--- config.mk ---
export PLATFORM = sky130hd
export DESIGN_NAME = prio_encoder_rr
export DESIGN_NICKNAME = d
export VERILOG_FILES = /design/src/rtl/prio_encoder_pkg.sv /design/src/rtl/prio_find_from_ptr.sv /design/src/rtl/prio_encoder_rr.sv
export SDC_FILE = /design/constraint.sdc
export NUM_CORES = 1
export LEC_CHECK = 0
export ABC_AREA = 1
export CAP_MARGIN = 40
export CELL_PAD_IN_SITES_DETAIL_PLACEMENT = 0
export CELL_PAD_IN_SITES_GLOBAL_PLACEMENT = 2
export CORE_MARGIN = 2
export CORE_UTILIZATION = 27
export DETAILED_ROUTE_END_ITERATION = 12
export GPL_TIMING_DRIVEN = 1
export PLACE_DENSITY = 0.85
export SETUP_SLACK_MARGIN = 0.05
export SKIP_LAST_GASP = 1
export SLEW_MARGIN = 20
export SYNTH_ARGS = -nofsm -noshare
export SYNTH_HDL_FRONTEND = slang
export SYNTH_SLANG_ARGS = --single-unit
--- constraint.sdc ---
create_clock -name clk -period 4.41 [get_ports clk]
set_input_delay 0.882 -clock clk [delete_from_list [all_inputs] [get_ports clk]]
set_output_delay 0.882 -clock clk [all_outputs]
set_load 0.05 [all_outputs]
--- src/rtl/prio_encoder_pkg.sv ---
// Shared types, limits and width helper for the prio_encoder_rr block.
package prio_encoder_pkg;

    typedef enum logic {
        MODE_FIXED = 1'b0,
        MODE_RR    = 1'b1
    } arb_mode_t;

    localparam int N_MIN = 2;
    localparam int N_MAX = 256;

    // Index width, never narrower than one bit.
    function automatic int idx_w(input int n);
        return ($clog2(n) < 1) ? 1 : $clog2(n);
    endfunction

endpackage

--- src/rtl/prio_find_from_ptr.sv ---
// Combinational search for the first set bit of vec, scanning downward from
// start and wrapping from 0 to N-1: rotate, find-highest, un-rotate.
module prio_find_from_ptr #(
    parameter int N = 8,
    parameter int W = 3
) (
    input  logic [N-1:0] vec,
    input  logic [W-1:0] start,
    output logic         found,
    output logic [W-1:0] idx
);

    // (base + off) mod N for off in 0..N; a single subtraction covers the wrap.
    function automatic logic [W-1:0] wrap(input logic [W-1:0] base, input int off);
        int s;
        s = int'(base) + off;
        if (s >= N) s = s - N;
        return W'(s);
    endfunction

    logic [N-1:0] rot;
    logic [W-1:0] hi;

    // vec[start] lands on rot[N-1], so the downward scan becomes find-highest.
    always_comb begin
        for (int j = 0; j < N; j++) begin
            rot[j] = vec[wrap(start, j + 1)];
        end
    end

    // NOTE: every output of a combinational block gets a default first, so no path leaves it unassigned and no latch is inferred.
    always_comb begin
        found = 1'b0;
        hi    = '0;
        for (int j = 0; j < N; j++) begin
            if (rot[j]) begin
                found = 1'b1;
                hi    = W'(j);
            end
        end
    end

    assign idx = wrap(hi, int'(start) + 1);

endmodule

--- src/rtl/prio_encoder_rr.sv ---
// N-input priority encoder (fixed or round-robin) with a registered grant and valid/ready handshake.
// Optional macro PRIO_ENCODER_RR_MASK_EN adds a per-source req_mask input.
module prio_encoder_rr
    import prio_encoder_pkg::*;
#(
    parameter  int N = 8,
    localparam int W = idx_w(N)
) (
    input  logic         clk,
    input  logic         rst_n,
    input  logic [N-1:0] req,
    input  logic         mode,
`ifdef PRIO_ENCODER_RR_MASK_EN
    input  logic [N-1:0] req_mask,
`endif
    output logic [W-1:0] grant_idx,
    output logic         grant_valid,
    input  logic         grant_ready,
    output logic         any_req
);

    if (N < N_MIN || N > N_MAX) begin : g_bad_n
        $error("prio_encoder_rr: N=%0d outside legal range %0d..%0d", N, N_MIN, N_MAX);
    end

    localparam logic [W-1:0] LAST = W'(N - 1);

    arb_mode_t    arb_mode;
    logic [N-1:0] eff_req;
    logic [W-1:0] rr_ptr;
    logic [W-1:0] ptr_next;
    logic [W-1:0] start;
    logic [W-1:0] sel_idx;
    logic         found;
    logic         handshake;
    logic         load;

    assign arb_mode = arb_mode_t'(mode);

`ifdef PRIO_ENCODER_RR_MASK_EN
    assign eff_req = req & ~req_mask;
`else
    assign eff_req = req;
`endif

    assign any_req   = |eff_req;
    assign handshake = grant_valid && grant_ready;
    assign load      = !grant_valid || grant_ready;

    // The retiring grant moves the pointer now, so a back-to-back load already searches below it.
    always_comb begin
        ptr_next = rr_ptr;
        if (handshake && arb_mode == MODE_RR) begin
            ptr_next = (grant_idx == '0) ? LAST : grant_idx - W'(1);
        end
    end

    assign start = (arb_mode == MODE_RR) ? ptr_next : LAST;

    prio_find_from_ptr #(
        .N(N),
        .W(W)
    ) u_find (
        .vec  (eff_req),
        .start(start),
        .found(found),
        .idx  (sel_idx)
    );

    // NOTE: state registers use non-blocking assignments so every flop samples pre-edge values.
    always_ff @(posedge clk) begin
        if (!rst_n) begin
            grant_valid <= 1'b0;
            grant_idx   <= '0;
            rr_ptr      <= LAST;
        end else begin
            rr_ptr <= ptr_next;
            if (load) begin
                grant_valid <= found;
                if (found) grant_idx <= sel_idx;
            end
        end
    end

endmodule

# Word-level counts from Yosys, hierarchy flattened
# Cells that the tools add are included.
# totals
ff_bits,7
in_bits,12
output_inout_bits,5
elab_cells,89
# classes
add_sub_neg,19
n_lt_le_gt_ge,17
mux,43
reduce_logical,7
# ops
cell,count
two-way mux 3 bit,16
"greater-or-equal comparator 32 x 5 -> 1 bit, second input constant",1
"< comparator 3 x 4 -> 1 bit, second input constant",8
"subtractor 3 x 1 -> 3 bit, second input constant",10
"greater-or-equal comparator 4 bit, second input constant",7
binary-select mux 1 bit (select 3 bit),8
two-way mux 1 bit,17
"adder 3 x 3 -> 4 bit, second input constant",4
"adder 3 x 2 -> 4 bit, second input constant",2
OR reduction 8 bit,1
adder 3 x 4 -> 5 bit,1
"adder 3 x 4 -> 5 bit, second input constant",1
"greater-or-equal comparator 5 x 4 -> 1 bit, second input constant",1
"adder 3 x 1 -> 4 bit, second input constant",1
two-way mux 2 bit,2
zero test 3 bit,1
logical AND 1 bit,2
AND reduction 2 bit,1
zero test 1 bit,1
logical OR 1 bit,1

# Depth between registers and ports, before layout
# Gate-level depths: netlist (run 1).
# logic_depth
ltp_word,19
mapped_depth,28
mapped_depth_nobuf,28

# Modules after synthesis
# From an unflattened synthesis (run 1), not the netlist that was laid out.
# unflattened
cells_unflattened,155
area_unflattened_um2,933.4
# by_module_without_submodules
module,n_inst,cells_each,area_each_um2,seq_area_each_um2
prio_find_from_ptr,1,101,568.0,0.0
prio_encoder_rr,1,54,365.4,140.1

# Worst setup path after synthesis (run 1)
# OpenSTA, ideal clock, no wires.
# synth_timing
path_type,register to register
start,register grant_idx[0]
end,register grant_idx[2]
setup_time_ps,122
arrival_ps,3526
required_time_ps,4288
path_slack_ps,762
stages_incl_launch_ff,27
n_path_buf,0
synth_period_minus_slack_ps,3648
cell_sequence,dfxtp_1 > inv_1 > ha_1 > ha_1 > inv_1 > nand2_1 > nand2_4 > nand3_4 > ha_1 > inv_1 > nand3_1 > nand2_1 > nand2_1 > nand2_1 > nand2_1 > nand2_1 > nand3_1 > nand2_1 > nand2_1 > nand2_1 > ha_1 > inv_1 > fa_1 > xnor2_1 > nand3_1 > nand2_1 > a21oi_2
# synth_via
elab_chain_cells,19
elab_cells_between_ends,73
cone_classes,add/sub: 19; order compare: 9; mux: 43; reduce/logical: 2
# synth_lines
element,line_no,text
"start, declared",prio_encoder_rr.sv:16,"output logic [W-1:0] grant_idx,"
"start signal, assigned",prio_encoder_rr.sv:80,if (found) grant_idx <= sel_idx;
subtractor 3 x 1 -> 3 bit / zero test 3 bit (equally long branches),prio_encoder_rr.sv:54,ptr_next = (grant_idx == '0) ? LAST : grant_idx - W'(1);
two-way mux 3 bit *,prio_encoder_rr.sv:54,
two-way mux 3 bit *,prio_encoder_rr.sv:53,if (handshake && arb_mode == MODE_RR) begin
two-way mux 3 bit *,prio_encoder_rr.sv:58,assign start = (arb_mode == MODE_RR) ? ptr_next : LAST;
adder 3 x 2 -> 4 bit,prio_find_from_ptr.sv:16,s = int'(base) + off;
greater-or-equal comparator 4 bit / subtractor 3 x 1 -> 3 bit (equally long branches),prio_find_from_ptr.sv:17,if (s >= N) s = s - N;
two-way mux 3 bit,prio_find_from_ptr.sv:17,
binary-select mux 1 bit (select 3 bit),prio_find_from_ptr.sv:27,"rot[j] = vec[wrap(start, j + 1)];"
two-way mux 1 bit (not written as such),prio_find_from_ptr.sv:27,
two-way mux 1 bit,prio_find_from_ptr.sv:36,if (rot[j]) begin
two-way mux 2 bit (2 in a row),prio_find_from_ptr.sv:36,
two-way mux 3 bit (4 in a row),prio_find_from_ptr.sv:36,
adder 3 x 4 -> 5 bit,prio_find_from_ptr.sv:16,
greater-or-equal comparator 32 x 5 -> 1 bit / subtractor 3 x 1 -> 3 bit (equally long branches),prio_find_from_ptr.sv:17,
two-way mux 3 bit,prio_find_from_ptr.sv:17,
# Mark *: on every way between the ends. The rest lies on a longest branch, timed or not. The select of a mux whose other input is x is not followed.
# A chain may end at the register's enable or synchronous reset.

# Final worst setup path (run 1)
# layout_timing
start,input mode
end,register grant_idx[2]
# layout_via
elab_chain_cells,18
elab_cells_between_ends,71
cone_classes,add/sub: 18; order compare: 9; mux: 42; reduce/logical: 2
# layout_lines
element,line_no,text
"start, declared",prio_encoder_rr.sv:12,"input logic mode,"
logical AND 1 bit,prio_encoder_rr.sv:53,
two-way mux 3 bit,prio_encoder_rr.sv:53,
two-way mux 3 bit *,prio_encoder_rr.sv:58,
adder 3 x 2 -> 4 bit,prio_find_from_ptr.sv:16,
greater-or-equal comparator 4 bit / subtractor 3 x 1 -> 3 bit (equally long branches),prio_find_from_ptr.sv:17,
two-way mux 3 bit,prio_find_from_ptr.sv:17,
binary-select mux 1 bit (select 3 bit),prio_find_from_ptr.sv:27,
two-way mux 1 bit (not written as such),prio_find_from_ptr.sv:27,
two-way mux 1 bit,prio_find_from_ptr.sv:36,
two-way mux 2 bit (2 in a row),prio_find_from_ptr.sv:36,
two-way mux 3 bit (4 in a row),prio_find_from_ptr.sv:36,
adder 3 x 4 -> 5 bit,prio_find_from_ptr.sv:16,
greater-or-equal comparator 32 x 5 -> 1 bit / subtractor 3 x 1 -> 3 bit (equally long branches),prio_find_from_ptr.sv:17,
two-way mux 3 bit,prio_find_from_ptr.sv:17,
# Marks and branches as above.

==> results of run 1 <==
state kept, by name (all words and copies together), names as in the netlist:
| register | flops |
|---|---|
| grant_idx | 3 |
| rr_ptr | 3 |
| grant_valid | 1 |
Yosys cell counts:
library cell  number  area share [%]
nor2_8             1             2.0
xnor2_1            1            0.90
fa_1               1             2.0
buf_6              1             1.2
nor2_2             1            0.64
nand2_1           49              19
a21oi_2            2             1.8
nand3_1           32              16
o21ai_1            2             1.0
nor4_1             2             1.3
nand2_4            6             6.9
nor2_4             1             1.2
o21ai_2            1            0.90
o21ai_0            3             1.5
nand3_4            2             3.6
inv_1             18             6.9
dfxtp_1            7              14
nor2_1             5             1.9
a21oi_1            2             1.0
nand3b_1           1            0.77
ha_1               5             6.4
a21boi_0           2             1.5
buf_2              1            0.51
nand2_2            2             1.3
nand4_1            8             5.1
what timing repair did:
item / in CTS / in global routing
gates resized for setup: 0 / 2
hold endpoints to repair: 0 / 0
endpoints found under the setup margin: 0 / 1
cell type report:
class / count / area [um^2] / area share, %
clock buffer: 4 / 26.3 / 2.16
inverter: 18 / 67.6 / 5.56
multi-input combinational: 129 / 756 / 62.2
sequential: 7 / 140 / 11.5
tap: 46 / 57.6 / 4.74
timing repair buffer: 17 / 168 / 13.8
cells in the final DEF (no fill, tap or decap), types with 2 or more instances in the layout:
master           synthesis  routed
nand3_4                  2       2
a21boi_0                 2       2
nor4_1                   2       2
dfxtp_1                  7       7
a21oi_2                  2       2
nand2_1                 49      49
o21ai_1                  2       2
a21oi_1                  2       2
nand2_4                  6       6
nand4_1                  8       8
o21ai_0                  3       3
ha_1                     5       4
inv_1                   18      17
clkbuf_4                 0       3
nor2_1                   5       5
nand2_2                  2       2
clkdlybuf4s50_1          0      16
nand3_1                 32      32
power by group:
part           internal [uW]  leakage [uW]  switching, uW
registers               71.3     0.0000581           6.09
clock network           34.6     0.0000150           24.9
logic                   67.1      0.000527            115
total                    173      0.000600            146
per-stage QoR:
stage / utilization (%) / std cells / cell area (um^2)
finish: 35.6 / 221 / 1210
global route: 35.6 / 221 / 1210
CTS: 35.5 / 221 / 1210
detailed placement: 34.7 / 217 / 1190
global placement: 34.7 / 217 / 1190
floorplan: - / 156 / 977
routing by layer:
layer	global-route usage, %	wire length [um]
met2	23.7	1170
met5	0	0
met3	2.46	126
met4	4.79	40
met1	16.8	1130
logic make-up (layout without fill, tap and decap cells):
kind of cell             after synthesis  after routing  share of synthesized area (%)
flip-flops                             7              7                           14.3
AND/OR/NAND/NOR                      110            110                           59.9
buffers and inverters                 20             39                           8.58
AO/OA/AOI/OAI                         12             12                           7.81
adder cells (fa/ha/maj)                6              6                           8.45
XOR/XNOR                               1              1                          0.896
worst max-delay path by stage:
stage / cells after the start / endpoint / from / slack, ns
finish: 25 / grant_idx[2] / mode / 0.49
global route: 25 / grant_idx[2] / grant_ready / 0.12
CTS: 25 / grant_idx[2] / grant_ready / 0.31
floorplan: 26 / grant_idx[2] / grant_idx[0] / 0.76
detailed placement: 25 / grant_idx[2] / mode / 0.05
global placement: 25 / grant_idx[2] / mode / 0.09
worst max-delay path: stages:
cell	delay (ns)
clkdlybuf4s50_1	0.59
nand2_4	0.10
nor2_8	0.14
nand2_1	0.08
o21ai_2	0.07
nand2_2	0.13
ha_2	0.34
inv_2	0.14
nand3_1	0.11
nand2_1	0.07
nand2_1	0.04
nand2_1	0.06
nand2_1	0.05
nand2_1	0.05
nand3_1	0.06
nand2_1	0.06
nand2_1	0.04
nand2_1	0.05
ha_1	0.13
inv_1	0.04
fa_1	0.37
xnor2_1	0.21
nand3_1	0.10
nand2_1	0.09
a21oi_2	0.05
==> impl_metrics.ini, run 1 <==
[pwr]
vdd_drop_max_v = 0.0000875
finalPower_uw = 319
p_per_area_mw_per_mm2 = 263
p_leak_uw = 0.000600

[die]
die_h_um = 64.2
die_w_um = 64.2
ioPinCount = 17
num_rows = 21
initial_core_util_pct = 28.6
coreArea_mm2 = 0.00342
die_area_mm2 = 0.00412

[timing]
hold_slack_ns = 0.496
setup_viol = 0
relSlewSlack_pct = 67.1
clock_skew_ns = 0.00149
tns_ns = 0
fin_crit_ns = 3.92
clock.fmax_mhz = 255
slew_violations = 0
rsz0062_at_grt = false
tightest_slew_ns = 0.491
fin_ws_ns = 0.493
period_share_pct = 88.8
finalHoldViolCount = 0

[synthesis]
synthCells = 156
ys_warn_count = 0
synth_area_per_cell_um2 = 6.26
yosysUniqueCellTypes = 25
syn-cell-area_um2 = 977
ys_seq_area_share_pct = 14.3
postSynthNetCount = 174
ys_ff_latch = 7

[cts]
cts_tree = yes
cts_buffers = 3
h-tree-depth = 1
numClockSinks = 7
clk_pin_slew_ns = 0.05
cts-hold-fix-buffers = 0
postCtsSetupBuffers = 0
clockRootBuffer = clkbuf_4
clkLatencyLatePin_ns = 0.25
cts_buffer_depth = 2

[placement]
dp_hpwl_mm = 2.07
finalWeightedCongestion = 0.736
numPortBuffers = 16
post-place-ws_ns = 0.0505

[run]
drv_cap = 0

[global_routing]
grt_pass1_wl_mm = 4.42
grt_pass1_vias = 996
grt_max_degree = 16
overflow = 0
antenna_found_initial = 0
grt_usage_pct = 13.7

[detailed_routing]
vias_per_cell = 4.85
drt-initial-drc-count = 34
wl_mm = 2.48
dr.pass1.iters = 4
num_vias = 1072
post_drt_wl_per_cell_um = 11.2
ant_nets = 0
drc_errors = 0

[worst_hold_path]
timing.hold.worst_path_depth = 2
hold_path.class = reg -> reg
min-delay-start = grant_idx[0]
hold_path_end = grant_idx[0]

[worst_setup_path]
path_class = in -> reg
worstPathRequired_ns = 4.55
crit_arrival_ns = 4.06
regToRegSetupSlack_ns = 1.01
r2r_end = grant_idx[2]
rr_worst_depth = 26
startpoint_type = primary input
critPathCaptureType = flop
timing.rr.start = grant_idx[0]
path_max_fanout = 7

[finish]
final_net_count = 194
area_growth_pct = 24.3
n_antenna_cell = 0
nFillCells = 392
final_layout_size_suffix_gt1_share_pct = 12.6

[outcome]
status = completed
(Power assumes the default switching activity.)
==> run 2, diff against run 1 <==
REMOVE_ABC_BUFFERS = 1   (was unset)
==> impl_metrics.ini, run 2 (same netlist as run 1, synthesis figures left out) <==
[timing]
fin_crit_ns = 4.03
period_share_pct = 91.3
tns_ns = 0
slew_violations = 0
clock_skew_ns = 0.00828
relSlewSlack_pct = 66.8
rsz0062_at_grt = false
finalHoldViolCount = 0
tightest_slew_ns = 0.497
setup_viol = 0
clock.fmax_mhz = 248

[worst_setup_path]
worstPathRequired_ns = 4.54
crit_arrival_ns = 4.16
startpoint_type = primary input
path_max_fanout = 10
critPathCaptureType = flop
path_class = in -> reg

[detailed_routing]
ant_nets = 0
num_vias = 1068
dr.pass1.iters = 4
wl_mm = 2.65
drc_errors = 0
drt-initial-drc-count = 58
post_drt_wl_per_cell_um = 11.9
vias_per_cell = 4.79

[placement]
finalWeightedCongestion = 0.841
placed_cell_area_mm2 = 0.00120
numPortBuffers = 16
dp_hpwl_mm = 2.27

[die]
initial_core_util_pct = 28.6
ioPinCount = 17
die_h_um = 64.2
die_area_mm2 = 0.00412
coreArea_mm2 = 0.00342
die_w_um = 64.2
num_rows = 21

[finish]
top_regs = grant_idx: 3 flops, rr_ptr: 3 flops, grant_valid: 1 flops
area_growth_pct = 25.7
seq_area_um2 = 140
final_cell_mix = nand2_1, nand3_1, inv_1
finalInstanceArea_mm2 = 0.00123
layout_commonest_cell = nand2_1
nFillCells = 368
final_net_count = 196
multiInputGateArea_um2 = 753
final_layout_size_suffix_gt1_share_pct = 13.0
n_antenna_cell = 0

[global_routing]
grt_pass1_wl_mm = 4.40
antenna_found_initial = 0
grt_max_degree = 16
grt_pass1_vias = 970
overflow = 0
grt_usage_pct = 13.7

[run]
drv_cap = 0

[cts]
cts-hold-fix-buffers = 0
postCtsSetupBuffers = 0
cts_buffers = 3
cts_buffer_depth = 2
clockRootBuffer = clkbuf_4
numClockSinks = 7
clk_pin_slew_ns = 0.06
clkLatencyLatePin_ns = 0.25
cts_tree = yes
cts_resized = 0
h-tree-depth = 1

[worst_hold_path]
hold_path.class = reg -> reg

[pwr]
p_leak_uw = 0.000612
p_int_uw = 173
p_clk_share_pct = 17.7
vdd_drop_max_v = 0.0000809
pwr-share-seq_pct = 24.1
p_per_area_mw_per_mm2 = 263
p_sw_uw = 149
swShare_pct = 46.3
combPwrFrac_pct = 58.3

[outcome]
status = completed
run 2: cell count changes in the layout (fill, tap and decap cells not counted):
| cell | previous run | this run |
|---|---|---|
| buf_4 | 1 | 3 |
| clkbuf_1 | 1 | 0 |
| clkinv_2 | 0 | 1 |
| ha_1 | 4 | 5 |
| ha_2 | 1 | 0 |
| inv_1 | 17 | 18 |
| inv_2 | 1 | 0 |
run 2: area by class of cell:
cell class	count	area share, %
well taps	46	4.68
clock inverters	1	0.407
flip-flops and latches	7	11.4
inverters	18	5.50
multi-input cells	129	61.3
clock buffers	3	1.83
repair buffers	19	14.9
run 2: worst paths after layout:
| path | slack, ns | cells after the start | startpoint | end |
|---|---|---|---|---|
| worst min register to register | 0.52 | 2 | grant_idx[0] | grant_idx[0] |
| worst max register to register | 0.86 | 26 | grant_idx[0] | grant_idx[2] |
| worst max-delay path | 0.38 | 23 | mode | grant_idx[2] |
| worst min-delay path | 0.52 | 2 | grant_idx[0] | grant_idx[0] |
run 2: critical path: stages:
cell and delay, ns:
clkdlybuf4s50_1 0.62, nand3_4 0.14, nand2_4 0.15, nand3_4 0.14, ha_1 0.41, inv_1 0.19
nand3_1 0.12, nand2_1 0.07, nand2_1 0.05, nand2_1 0.07, nand2_1 0.05, nand2_1 0.05
nand3_1 0.06, nand2_1 0.06, nand2_1 0.05, nand2_1 0.05, ha_1 0.13, inv_1 0.04
fa_1 0.37, xnor2_1 0.21, nand3_1 0.10, nand2_1 0.09, a21oi_2 0.05
run 2: power groups by stage:
| stage | Sequential [uW] | Combinational (uW) | Clock [uW] |
|---|---|---|---|
| floorplan | 99.5 | 109 | 0 |
| detailed placement | 79.0 | 189 | 0 |
| global placement | 78.5 | 188 | 0 |
| CTS | 77.7 | 189 | 61.0 |
| global route | 79.1 | 209 | 67.8 |
| finish | 77.6 | 188 | 57.0 |
run 2: metal layers:
layer | up-vias | routed length [um] | track usage [%]
met5 | - | 0 | 0
met3 | 0 | 94 | 2.82
met1 | 486 | 1320 | 18.6
met4 | 0 | 0 | 2.39
met2 | 15 | 1230 | 22.4
li1 | 567 | - | -
run 2: through the flow:
step,hold WS (ns),instances,util (%),worst slack (ns),power (uW)
finish,0.517,223,36.0,0.384,323
floorplan,0.466,154,-,0.762,209
global route,0.549,223,36.0,0.113,356
detailed placement,0.500,219,35.2,0.131,268
CTS,0.514,223,36.0,0.392,328
global placement,0.497,219,35.2,0.139,267
==> run 3, diff against run 2 <==
PLACE_DENSITY = 0.78   (was 0.85)
==> impl_metrics.ini, run 3 (same netlist as run 1, synthesis figures left out) <==
[timing]
finalHoldViolCount = 0
relSlewSlack_pct = 67.3
period_share_pct = 90.1
fin_crit_ns = 3.97
slew_violations = 0
clock_skew_ns = 0.000221
rsz0062_at_grt = false
tightest_slew_ns = 0.489
setup_viol = 0
clock.fmax_mhz = 252
tns_ns = 0

[finish]
finalInstanceArea_mm2 = 0.00122
nFillCells = 395
top_regs = grant_idx: 3 flops, rr_ptr: 3 flops, grant_valid: 1 flops
final_net_count = 195
layout_commonest_cell = nand2_1
final_layout_size_suffix_gt1_share_pct = 12.5
area_growth_pct = 24.8
seq_area_um2 = 140
final_cell_mix = nand2_1, nand3_1, inv_1
multiInputGateArea_um2 = 753
n_antenna_cell = 0

[detailed_routing]
wl_mm = 2.55
dr.pass1.iters = 4
post_drt_wl_per_cell_um = 11.5
drc_errors = 0
ant_nets = 0
vias_per_cell = 4.84
drt-initial-drc-count = 60
num_vias = 1074

[worst_setup_path]
critPathMaxStageDelay_ns = 0.61
cp_common_cell = nand2_1
cp_slowest_cell = clkdlybuf4s50_1
crit_path_cell_trace = clkdlybuf4s50_1, nand3_4, nand2_4, nand3_4, ha_1, inv_2, nand3_1, nand2_1, nand2_1, nand2_1, nand2_1, nand2_1, nand3_1, nand2_1, nand2_1, nand2_1, ha_1, inv_1, fa_1, xnor2_1, nand3_1, nand2_1, a21oi_2
worstPathRequired_ns = 4.55
critPathTopFamily = simple AND/OR/NAND/NOR gates
critPathCaptureType = flop
path_buf_inv = 3
startpoint_type = primary input
crit_arrival_ns = 4.11
path_class = in -> reg
path_max_fanout = 10

[cts]
cts_resized = 0
clockRootBuffer = clkbuf_4
postCtsSetupBuffers = 0
numClockSinks = 7
cts-hold-fix-buffers = 0
h-tree-depth = 1
cts_tree = yes
clk_pin_slew_ns = 0.05
cts_buffers = 3
cts_buffer_depth = 2
clkLatencyLatePin_ns = 0.25

[global_routing]
grt_usage_pct = 14.2
grt_pass1_wl_mm = 4.66
overflow = 0
antenna_found_initial = 0
grt_pass1_vias = 1054
grt_max_degree = 16

[pwr]
p_per_area_mw_per_mm2 = 261
vdd_drop_max_v = 0.0000624
p_leak_uw = 0.000605

[die]
num_rows = 21
die_h_um = 64.2
coreArea_mm2 = 0.00342
ioPinCount = 17
die_area_mm2 = 0.00412
initial_core_util_pct = 28.6
die_w_um = 64.2

[worst_hold_path]
hold_path.class = reg -> reg

[outcome]
status = completed

[run]
drv_cap = 0

[placement]
dp_hpwl_mm = 2.13
finalWeightedCongestion = 0.732
placed_cell_area_mm2 = 0.00119
numPortBuffers = 16
## run 3: changes by cell type in the layout (fill, tap and decap cells not counted), sizes merged
cell | before | now
clkinv | 1 | 0
clkbuf | 3 | 4
buf | 3 | 2
## run 3: worst reg2reg max path: stages, from the launching register on
cell and delay (ns):
dfxtp_1 0.35, inv_1 0.07, ha_1 0.19, ha_1 0.19, inv_1 0.05, nand2_1 0.07, nand2_4 0.15, nand3_4 0.15
ha_1 0.41, inv_2 0.15, nand3_1 0.12, nand2_1 0.07, nand2_1 0.04, nand2_1 0.07, nand2_1 0.05, nand2_1 0.05
nand3_1 0.06, nand2_1 0.06, nand2_1 0.05, nand2_1 0.06, ha_1 0.13, inv_1 0.04, fa_1 0.36, xnor2_1 0.20
nand3_1 0.10, nand2_1 0.09, a21oi_2 0.05
## run 3: final cells by class
type,count,area share (%)
tap,46,4.72
timing repair buffer,18,14.4
multi-input combinational,129,61.7
inverter,18,5.54
sequential,7,11.5
clock buffer,4,2.15
## run 3: final timing paths
check                from      endpoint  slack [ns]  cells after the start
min reg2reg  grant_idx[0]  grant_idx[0]        0.50                      2
max                  mode  grant_idx[2]        0.44                     23
min          grant_idx[0]  grant_idx[0]        0.50                      2
max reg2reg  grant_idx[0]  grant_idx[2]        0.91                     26
## run 3: per-layer routing
metal	GRT usage, %	vias up	part of all wire [%]
li1	-	565	-
met1	17.6	481	45
met2	24.5	26	50
met3	1.94	2	4.0
met4	6.12	0	0.67
met5	0	-	0
## run 3: through the flow
step | cells | util (%) | setup WS (ns) | power, uW | hold slack (ns)
floorplan | 154 | - | 0.762 | 209 | 0.466
global placement | 218 | 34.9 | 0.128 | 263 | 0.481
detailed placement | 218 | 34.9 | 0.0843 | 264 | 0.499
CTS | 222 | 35.7 | 0.349 | 325 | 0.507
global route | 222 | 35.7 | 0.0676 | 355 | 0.536
finish | 222 | 35.7 | 0.436 | 319 | 0.502
## run 3: power by group
part	internal, uW	switching (uW)
Clock	34.5	23.7
Sequential	71.3	6.36
Combinational	67.2	116
Total	173	146
